### src/rtl/wb_ext_mem_bridge_pkg.sv
// Shared types and constants for the registered Wishbone external-memory bridge.
// Holds the bridge FSM states, Wishbone cycle-type / burst-type encodings and statistics width.
package wb_ext_mem_bridge_pkg;

    typedef enum logic [1:0] {
        ST_IDLE = 2'd0,
        ST_BUSY = 2'd1,
        ST_RESP = 2'd2,
        ST_ERR  = 2'd3
    } state_e;

    localparam logic [2:0] CTI_CLASSIC = 3'b000;
    localparam logic [2:0] CTI_CONST   = 3'b001;
    localparam logic [2:0] CTI_INCR    = 3'b010;
    localparam logic [2:0] CTI_EOB     = 3'b111;

    localparam logic [1:0] BTE_LINEAR  = 2'b00;
    localparam logic [1:0] BTE_WRAP4   = 2'b01;
    localparam logic [1:0] BTE_WRAP8   = 2'b10;
    localparam logic [1:0] BTE_WRAP16  = 2'b11;

    localparam int unsigned CNT_W = 16;

endpackage

### src/rtl/wb_ext_mem_bridge_if.sv
// Bus bundle for the bridge: Wishbone slave side (wbs_*) and memory master side (mem_*).
// Signal directions are named from the bridge's point of view; "slave" is the bridge modport.
interface wb_ext_mem_bridge_if #(
    parameter int unsigned AW  = 32,
    parameter int unsigned DW  = 32,
    parameter int unsigned MAW = 25
);
    logic [AW-1:0]   wbs_adr_i;
    logic [DW-1:0]   wbs_dat_i;
    logic [DW/8-1:0] wbs_sel_i;
    logic            wbs_we_i;
    logic            wbs_cyc_i;
    logic            wbs_stb_i;
    logic [2:0]      wbs_cti_i;
    logic [1:0]      wbs_bte_i;
    logic [DW-1:0]   wbs_dat_o;
    logic            wbs_ack_o;
    logic            wbs_err_o;
    logic            wbs_rty_o;

    logic [MAW-1:0]  mem_adr_o;
    logic [DW-1:0]   mem_dat_o;
    logic [DW/8-1:0] mem_sel_o;
    logic            mem_we_o;
    logic            mem_cyc_o;
    logic            mem_stb_o;
    logic [2:0]      mem_cti_o;
    logic [1:0]      mem_bte_o;
    logic [DW-1:0]   mem_dat_i;
    logic            mem_ack_i;
    logic            mem_err_i;

    modport slave (
        input  wbs_adr_i, wbs_dat_i, wbs_sel_i, wbs_we_i, wbs_cyc_i, wbs_stb_i,
        input  wbs_cti_i, wbs_bte_i,
        output wbs_dat_o, wbs_ack_o, wbs_err_o, wbs_rty_o,
        output mem_adr_o, mem_dat_o, mem_sel_o, mem_we_o, mem_cyc_o, mem_stb_o,
        output mem_cti_o, mem_bte_o,
        input  mem_dat_i, mem_ack_i, mem_err_i
    );

    modport master (
        output wbs_adr_i, wbs_dat_i, wbs_sel_i, wbs_we_i, wbs_cyc_i, wbs_stb_i,
        output wbs_cti_i, wbs_bte_i,
        input  wbs_dat_o, wbs_ack_o, wbs_err_o, wbs_rty_o,
        input  mem_adr_o, mem_dat_o, mem_sel_o, mem_we_o, mem_cyc_o, mem_stb_o,
        input  mem_cti_o, mem_bte_o,
        output mem_dat_i, mem_ack_i, mem_err_i
    );

endinterface

### src/rtl/wb_sat_counter.sv
// Saturating up-counter: advances by one on each cycle with inc high and sticks at all-ones.
module wb_sat_counter
    import wb_ext_mem_bridge_pkg::*;
#(
    parameter int unsigned WIDTH = CNT_W
) (
    input  logic             clk,
    input  logic             rst_n,
    input  logic             inc,
    output logic [WIDTH-1:0] cnt_o
);

    logic [WIDTH-1:0] cnt_q, cnt_d;

    always_comb begin
        // NOTE: assign the default first so every path drives cnt_d and no latch is inferred.
        cnt_d = cnt_q;
        if (inc && (cnt_q != '1)) begin
            cnt_d = cnt_q + 1'b1;
        end
    end

    always_ff @(posedge clk or negedge rst_n) begin
        // NOTE: non-blocking so every flop samples the pre-edge value regardless of block order.
        if (!rst_n) begin
            cnt_q <= '0;
        end else begin
            cnt_q <= cnt_d;
        end
    end

    assign cnt_o = cnt_q;

endmodule

### src/rtl/wb_ext_mem_bridge.sv
// Registered Wishbone B3 bridge to an external memory port: one outstanding transfer,
// address-window check, downstream response timeout and saturating error statistics.
module wb_ext_mem_bridge
    import wb_ext_mem_bridge_pkg::*;
#(
    parameter int unsigned AW       = 32,
    parameter int unsigned DW       = 32,
    parameter int unsigned MEM_SIZE = 32'h0200_0000,
    parameter int unsigned TIMEOUT  = 255
) (
    input  logic               wb_clk_i,
    input  logic               wb_rst_ni,
    wb_ext_mem_bridge_if.slave bus,
    output logic [CNT_W-1:0]   err_cnt_o,
    output logic [CNT_W-1:0]   tmo_cnt_o
);

    localparam int unsigned MAW = $clog2(MEM_SIZE);
    localparam int unsigned SW  = DW / 8;
    localparam int unsigned TW  = (TIMEOUT > 1) ? $clog2(TIMEOUT) : 1;
    localparam logic [TW-1:0] TMO_LAST = TW'((TIMEOUT > 0) ? (TIMEOUT - 1) : 0);

    state_e         state_q, state_d;
    logic [MAW-1:0] adr_q, adr_d;
    logic [DW-1:0]  wdat_q, wdat_d;
    logic [SW-1:0]  sel_q, sel_d;
    logic           we_q, we_d;
    logic [2:0]     cti_q, cti_d;
    logic [1:0]     bte_q, bte_d;
    logic           req_q, req_d;
    logic [DW-1:0]  rdat_q, rdat_d;
    logic           ack_q, ack_d;
    logic           err_q, err_d;
    logic [TW-1:0]  tmo_q, tmo_d;
    logic           tmo_hit;
    logic           out_of_win;

    assign out_of_win = |bus.wbs_adr_i[AW-1:MAW];

    always_comb begin
        state_d = state_q;
        adr_d   = adr_q;
        wdat_d  = wdat_q;
        sel_d   = sel_q;
        we_d    = we_q;
        cti_d   = cti_q;
        bte_d   = bte_q;
        req_d   = req_q;
        rdat_d  = rdat_q;
        tmo_d   = tmo_q;
        ack_d   = 1'b0;
        err_d   = 1'b0;
        tmo_hit = 1'b0;

        unique case (state_q)
            ST_IDLE: begin
                if (bus.wbs_cyc_i && bus.wbs_stb_i) begin
                    if (out_of_win) begin
                        err_d   = 1'b1;
                        state_d = ST_ERR;
                    end else begin
                        adr_d   = bus.wbs_adr_i[MAW-1:0];
                        wdat_d  = bus.wbs_dat_i;
                        sel_d   = bus.wbs_sel_i;
                        we_d    = bus.wbs_we_i;
                        cti_d   = bus.wbs_cti_i;
                        bte_d   = bus.wbs_bte_i;
                        req_d   = 1'b1;
                        tmo_d   = '0;
                        state_d = ST_BUSY;
                    end
                end
            end
            ST_BUSY: begin
                // Priority: master abort, memory error, memory ack, timeout.
                if (!bus.wbs_cyc_i) begin
                    req_d   = 1'b0;
                    state_d = ST_IDLE;
                end else if (bus.mem_err_i) begin
                    req_d   = 1'b0;
                    err_d   = 1'b1;
                    state_d = ST_ERR;
                end else if (bus.mem_ack_i) begin
                    if (!we_q) begin
                        rdat_d = bus.mem_dat_i;
                    end
                    req_d   = 1'b0;
                    ack_d   = 1'b1;
                    state_d = ST_RESP;
                end else if ((TIMEOUT != 0) && (tmo_q == TMO_LAST)) begin
                    req_d   = 1'b0;
                    err_d   = 1'b1;
                    tmo_hit = 1'b1;
                    state_d = ST_ERR;
                end else begin
                    tmo_d = tmo_q + 1'b1;
                end
            end
            ST_RESP: state_d = ST_IDLE;
            ST_ERR:  state_d = ST_IDLE;
            default: state_d = ST_IDLE;
        endcase
    end

    always_ff @(posedge wb_clk_i or negedge wb_rst_ni) begin
        if (!wb_rst_ni) begin
            state_q <= ST_IDLE;
            adr_q   <= '0;
            wdat_q  <= '0;
            sel_q   <= '0;
            we_q    <= 1'b0;
            cti_q   <= '0;
            bte_q   <= '0;
            req_q   <= 1'b0;
            rdat_q  <= '0;
            ack_q   <= 1'b0;
            err_q   <= 1'b0;
            tmo_q   <= '0;
        end else begin
            state_q <= state_d;
            adr_q   <= adr_d;
            wdat_q  <= wdat_d;
            sel_q   <= sel_d;
            we_q    <= we_d;
            cti_q   <= cti_d;
            bte_q   <= bte_d;
            req_q   <= req_d;
            rdat_q  <= rdat_d;
            ack_q   <= ack_d;
            err_q   <= err_d;
            tmo_q   <= tmo_d;
        end
    end

    // Every error pulse counts; a timeout bumps both counters on the same edge.
    wb_sat_counter #(.WIDTH(CNT_W)) u_err_cnt (
        .clk   (wb_clk_i),
        .rst_n (wb_rst_ni),
        .inc   (err_d),
        .cnt_o (err_cnt_o)
    );

    wb_sat_counter #(.WIDTH(CNT_W)) u_tmo_cnt (
        .clk   (wb_clk_i),
        .rst_n (wb_rst_ni),
        .inc   (tmo_hit),
        .cnt_o (tmo_cnt_o)
    );

    assign bus.wbs_dat_o = rdat_q;
    assign bus.wbs_ack_o = ack_q;
    assign bus.wbs_err_o = err_q;
    assign bus.wbs_rty_o = 1'b0;

    assign bus.mem_adr_o = adr_q;
    assign bus.mem_dat_o = wdat_q;
    assign bus.mem_sel_o = sel_q;
    assign bus.mem_we_o  = we_q;
    assign bus.mem_cyc_o = req_q;
    assign bus.mem_stb_o = req_q;
    assign bus.mem_cti_o = cti_q;
    assign bus.mem_bte_o = bte_q;

endmodule

### src/flat_wrapper.sv
// flat-port wrapper written by rule: the top's interface ports become plain ports
module wb_ext_mem_bridge_flat import wb_ext_mem_bridge_pkg::*;
#(
    parameter int unsigned AW       = 32,
    parameter int unsigned DW       = 32,
    parameter int unsigned MEM_SIZE = 32'h0200_0000,
    parameter int unsigned TIMEOUT  = 255
)
  (wb_clk_i, wb_rst_ni, err_cnt_o, tmo_cnt_o, bus_wbs_adr_i, bus_wbs_dat_i, bus_wbs_sel_i, bus_wbs_we_i, bus_wbs_cyc_i, bus_wbs_stb_i, bus_wbs_cti_i, bus_wbs_bte_i, bus_wbs_dat_o, bus_wbs_ack_o, bus_wbs_err_o, bus_wbs_rty_o, bus_mem_adr_o, bus_mem_dat_o, bus_mem_sel_o, bus_mem_we_o, bus_mem_cyc_o, bus_mem_stb_o, bus_mem_cti_o, bus_mem_bte_o, bus_mem_dat_i, bus_mem_ack_i, bus_mem_err_i);
  wb_ext_mem_bridge_if #(.AW(AW), .DW(DW)) bus_i ();
  input  logic wb_clk_i;
  input  logic wb_rst_ni;
  output logic [CNT_W-1:0] err_cnt_o;
  output logic [CNT_W-1:0] tmo_cnt_o;
  input wire logic [$bits(bus_i.wbs_adr_i)-1:0] bus_wbs_adr_i;
  input wire logic [$bits(bus_i.wbs_dat_i)-1:0] bus_wbs_dat_i;
  input wire logic [$bits(bus_i.wbs_sel_i)-1:0] bus_wbs_sel_i;
  input wire logic [$bits(bus_i.wbs_we_i)-1:0] bus_wbs_we_i;
  input wire logic [$bits(bus_i.wbs_cyc_i)-1:0] bus_wbs_cyc_i;
  input wire logic [$bits(bus_i.wbs_stb_i)-1:0] bus_wbs_stb_i;
  input wire logic [$bits(bus_i.wbs_cti_i)-1:0] bus_wbs_cti_i;
  input wire logic [$bits(bus_i.wbs_bte_i)-1:0] bus_wbs_bte_i;
  output wire logic [$bits(bus_i.wbs_dat_o)-1:0] bus_wbs_dat_o;
  output wire logic [$bits(bus_i.wbs_ack_o)-1:0] bus_wbs_ack_o;
  output wire logic [$bits(bus_i.wbs_err_o)-1:0] bus_wbs_err_o;
  output wire logic [$bits(bus_i.wbs_rty_o)-1:0] bus_wbs_rty_o;
  output wire logic [$bits(bus_i.mem_adr_o)-1:0] bus_mem_adr_o;
  output wire logic [$bits(bus_i.mem_dat_o)-1:0] bus_mem_dat_o;
  output wire logic [$bits(bus_i.mem_sel_o)-1:0] bus_mem_sel_o;
  output wire logic [$bits(bus_i.mem_we_o)-1:0] bus_mem_we_o;
  output wire logic [$bits(bus_i.mem_cyc_o)-1:0] bus_mem_cyc_o;
  output wire logic [$bits(bus_i.mem_stb_o)-1:0] bus_mem_stb_o;
  output wire logic [$bits(bus_i.mem_cti_o)-1:0] bus_mem_cti_o;
  output wire logic [$bits(bus_i.mem_bte_o)-1:0] bus_mem_bte_o;
  input wire logic [$bits(bus_i.mem_dat_i)-1:0] bus_mem_dat_i;
  input wire logic [$bits(bus_i.mem_ack_i)-1:0] bus_mem_ack_i;
  input wire logic [$bits(bus_i.mem_err_i)-1:0] bus_mem_err_i;
  assign bus_i.wbs_adr_i = bus_wbs_adr_i;
  assign bus_i.wbs_dat_i = bus_wbs_dat_i;
  assign bus_i.wbs_sel_i = bus_wbs_sel_i;
  assign bus_i.wbs_we_i = bus_wbs_we_i;
  assign bus_i.wbs_cyc_i = bus_wbs_cyc_i;
  assign bus_i.wbs_stb_i = bus_wbs_stb_i;
  assign bus_i.wbs_cti_i = bus_wbs_cti_i;
  assign bus_i.wbs_bte_i = bus_wbs_bte_i;
  assign bus_wbs_dat_o = bus_i.wbs_dat_o;
  assign bus_wbs_ack_o = bus_i.wbs_ack_o;
  assign bus_wbs_err_o = bus_i.wbs_err_o;
  assign bus_wbs_rty_o = bus_i.wbs_rty_o;
  assign bus_mem_adr_o = bus_i.mem_adr_o;
  assign bus_mem_dat_o = bus_i.mem_dat_o;
  assign bus_mem_sel_o = bus_i.mem_sel_o;
  assign bus_mem_we_o = bus_i.mem_we_o;
  assign bus_mem_cyc_o = bus_i.mem_cyc_o;
  assign bus_mem_stb_o = bus_i.mem_stb_o;
  assign bus_mem_cti_o = bus_i.mem_cti_o;
  assign bus_mem_bte_o = bus_i.mem_bte_o;
  assign bus_i.mem_dat_i = bus_mem_dat_i;
  assign bus_i.mem_ack_i = bus_mem_ack_i;
  assign bus_i.mem_err_i = bus_mem_err_i;
  wb_ext_mem_bridge #(.AW(AW), .DW(DW), .MEM_SIZE(MEM_SIZE), .TIMEOUT(TIMEOUT)) u_core (.wb_clk_i(wb_clk_i), .wb_rst_ni(wb_rst_ni), .bus(bus_i), .err_cnt_o(err_cnt_o), .tmo_cnt_o(tmo_cnt_o));
endmodule
### config.mk
export PLATFORM = sky130hd
export DESIGN_NAME = wb_ext_mem_bridge_flat
export DESIGN_NICKNAME = d
export VERILOG_FILES = /design/src/rtl/wb_ext_mem_bridge_pkg.sv /design/src/rtl/wb_ext_mem_bridge_if.sv /design/src/rtl/wb_sat_counter.sv /design/src/rtl/wb_ext_mem_bridge.sv /design/src/flat_wrapper.sv
export SDC_FILE = /design/constraint.sdc
export NUM_CORES = 1
export LEC_CHECK = 0
export CORE_UTILIZATION = 44
export DETAILED_ROUTE_END_ITERATION = 6
export PLACE_DENSITY = 0.81
export SKIP_CTS_REPAIR_TIMING = 1
export SLEW_MARGIN = 20
export SYNTH_ARGS = -nofsm -noshare
export SYNTH_HDL_FRONTEND = slang
export SYNTH_HIERARCHICAL = 1
export SYNTH_SLANG_ARGS = --single-unit
export TNS_END_PERCENT = 50
### constraint.sdc
create_clock -name wb_clk_i -period 2.6 [get_ports wb_clk_i]
set_input_delay 0.78 -clock wb_clk_i [delete_from_list [all_inputs] [get_ports wb_clk_i]]
set_output_delay 0.78 -clock wb_clk_i [all_outputs]
set_load 0.01 [all_outputs]
==> run_results.csv <==
group,metric,value,unit
drt,wirelength_met1,6680,um
worst_setup_path,path_buf_inv,2,
worst_setup_path,critPathLaunchType,"input port",
synth,syn-cell-area,6240,um2
worst_setup_path,r2r_setup_slack,0.24,ns
sta,finalCriticalPeriod,2.44,ns
finish,n_fill_cell,1036,
clock_tree,cts_htree_levels,4,
synth,synth.distinct_cells,55,
drt,wl_per_cell,15.8,um
worst_setup_path,arrival,2.79,ns
clock_tree,cts_tree,"yes",
drt,finalWirelength,16500,um
run_status,outcome,"complete, no violations",
sta,clock_skew,0.00992,ns
placed_design,io_buffers,246,
synth,yosysTopAreaCell,"dfrtp_1",
synth,yosys.area.top_type_share,57.7,%
worst_setup_path,r2r_end,"u_core/u_err_cnt/cnt_o[14]$_DFFE_PN0P_",
floorplanning,num_rows,43,
worst_setup_path,critPathMaxFanout,3,
synth,yosysMostFrequentCell,"nand2_1",
sta,max_freq,410,MHz
floorplanning,io_pins,248,
drt,vias,5214,
finish,num_antenna_cells,0,
pwr,peakVddDrop,389,uV
placed_design,hpwl,12100,um
drt,via_per_inst,5.02,
synth,synth_top_family_by_area,"simple AND/OR/NAND/NOR gates",
worst_setup_path,worstPathCellList,"clkdlybuf4s50_1, nor4_1, buf_4, nand2_1, a22o_1, and3_1, and4_2, o211ai_1, o21a_1",
synth,syn_nets,692,
sta,hold_viol,0,
synth,synth-compound-area-share,4.25,%
clock_tree,clk_pin_slew,0.06,ns
floorplanning,core,13900,um2
synth,synth_seq_area_share,57.7,%
worst_setup_path,setup.worst_path.start,"bus_wbs_adr_i[27]",
drt,route.met3.wl,1160,um
synth,ys.flop_type,"dfrtp_1",
drt,ant_nets,0,
synth,synthAdderAreaFrac,0.802,%
sta,setup_slack,0.161,ns
synth,synth-simple-area-share,22.9,%
sta,tightest_slew,0.557,ns
drt,first_pass_iters,6,
worst_setup_path,end_kind,"flop",
worst_setup_path,path_delay_family,"simple AND/OR/NAND/NOR gates",
worst_setup_path,worst-setup-path-type,"in -> reg",
finish,layout-drive-gt1-share,13.1,%
worst_setup_path,cpPeakStageDelay,0.40,ns
synth,synth_area_per_cell,10.8,um2
synth,synth-xor-area-share,2.53,%
sta,min_period_over_period,93.8,%
global_routing,grt_pass1_wl,26600,um
placed_design,pre_cts_ws,-0.237,ns
placed_design,place_congestion,0.858,
drt,highest_layer,"met4",
synth,syn_inst,576,
global_routing,grt_use_total,23.6,%
clock_tree,clk_path_buf_depth,2,
global_routing,overflow,0,
synth,synth_seq_cells,144,
worst_setup_path,cp.depth,9,
floorplanning,die_h,121,um
synth,synthTopCellsByArea,"dfrtp_1 (58%), nand2_1 (13%), mux2_4 (7.5%), xnor2_1 (1.7%), nand4_1 (1.6%)",
global_routing,grt_max_degree,53,
run,maxCapViolCount,0,
clock_tree,cts.sinks,144,
synth,synth-edff-count,0,
worst_setup_path,cp_slowest_cell,"clkdlybuf4s50_1",
worst_setup_path,worstReg2RegStart,"u_core/tmo_q[0]$_DFFE_PN0P_",
synth,muxShareOfSynthArea,9.02,%
pwr,power.density,660,nW/um2
clock_tree,worstSkewPairLatency,0.41,ns
clock_tree,clk_root_buffer_cell,"clkbuf_16",
sta,setup_violations,0,
drt,route.detailed.drc,0,
drt,drtIter0Drc,278,
synth,yosys_warnings,6,
clock_tree,cts_made_buffers,17,
synth,synthArstFlopShare,100,%
floorplanning,initial_core_util,45.0,%
synth,synth_common_cells,"nand2_1 (217), dfrtp_1 (144), mux2_4 (31)",
global_routing,antenna_found_initial,0,
worst_setup_path,cp.required,2.95,ns
sta,rsz0062_at_grt,"no",
worst_setup_path,reg2regPathDepth,11,
sta,drv_slew,0,
floorplanning,chipWidth,121,um
sta,setup_tns,0,ns
hold_path,hp-class,"in -> async",
global_routing,grt_pass1_vias,5364,
drt,wl_met2,8180,um
finish,areaGrowthSynthToFinish,54.6,%
floorplanning,die-area,14700,um2
pwr,leakagePower,4.52,nW
finish,fin_nets,961,
sta,slew_headroom,62.7,%
==> metrics by stage <==
stage | total power, mW | instance area, um2 | hold WS, ns | utilization [%] | instances
floorplan | 3.15 | 6240 | 0.484 | - | 576
global placement | 3.90 | 9050 | 0.456 | 65.2 | 1006
detailed placement | 3.94 | 9050 | 0.461 | 65.2 | 1006
CTS | 6.44 | 9660 | 0.317 | 69.6 | 1038
global route | 6.65 | 9660 | 0.326 | 69.6 | 1038
finish | 6.37 | 9660 | 0.304 | 69.6 | 1038
==> flip-flops by register name, indices dropped and copies added, names as in the netlist, 2 cells and up <==
name and count:
u_core/bus.mem_sel_o 4, u_core/bus.mem_dat_o 32, u_core/bus.mem_cti_o 3, u_core/u_tmo_cnt/cnt_o 16, u_core/state_q 2, u_core/bus.mem_adr_o 25
u_core/u_err_cnt/cnt_o 16, u_core/tmo_q 8, u_core/bus.mem_bte_o 2, u_core/bus.wbs_dat_o 32
==> worst max-delay path by stage <==
stage / end
after floorplan: u_core/u_err_cnt/cnt_o[7]$_DFFE_PN0P_
after global placement: u_core/u_err_cnt/cnt_o[7]$_DFFE_PN0P_
after detailed placement: u_core/u_err_cnt/cnt_o[7]$_DFFE_PN0P_
after CTS: u_core/u_err_cnt/cnt_o[5]$_DFFE_PN0P_
after global routing: u_core/u_err_cnt/cnt_o[14]$_DFFE_PN0P_
final: u_core/u_err_cnt/cnt_o[5]$_DFFE_PN0P_
==> metal layers <==
layer | up-vias | global-route usage [%]
li1 | 2474 | -
met1 | 2501 | 27.1
met2 | 215 | 41.0
met3 | 24 | 6.58
met4 | 0 | 10.4
met5 | - | 0
==> kinds of logic after synthesis <==
kind of cell	Yosys count
simple gates	305
flops	144
mux	40
compound gates	39
buf+inv	25
xor+xnor	18
fa+ha+maj	4
other cells	1
==> placed cells by master, fill, tap and decap left out, drive strengths merged, types with 5 or more instances in the layout <==
master / n
buf: 27
a21oi: 8
dfrtp: 144
mux2: 37
o21ai: 11
nor3: 8
and3: 8
clkdlybuf4s50: 245
xnor2: 12
nor2: 15
xor2: 6
clkbuf: 20
o21a: 5
nand3: 18
nand2: 218
a22o: 5
nand4: 19
==> report_power, final <==
group	switching [mW]	internal, mW	leakage [nW]
Sequential	0.201	2.48	1.94
Clock	0.932	1.54	0.283
Combinational	0.429	0.786	2.29
Total	1.56	4.81	4.52
==> layout make-up <==
class / instances / area [um2] / share of cell area [%]
sequential: 144 / 3600 / 37.3
timing repair buffer: 272 / 2730 / 28.3
multi-input combinational: 407 / 2470 / 25.6
clock buffer: 20 / 447 / 4.63
tap: 180 / 225 / 2.33
clock inverter: 12 / 160 / 1.66
inverter: 3 / 11.3 / 0.117
==> worst register-to-register path: stages, from the launching register on <==
cell and delay [ns]:
dfrtp_1 0.41, inv_1 0.07, ha_1 0.15, nand3_1 0.11
or2_2 0.31, o21ai_0 0.15, a22o_1 0.16, buf_4 0.14
nand2_1 0.15, nor4_4 0.25, nand4_1 0.19, xnor2_1 0.16
Power figures use the tool's default switching activity.
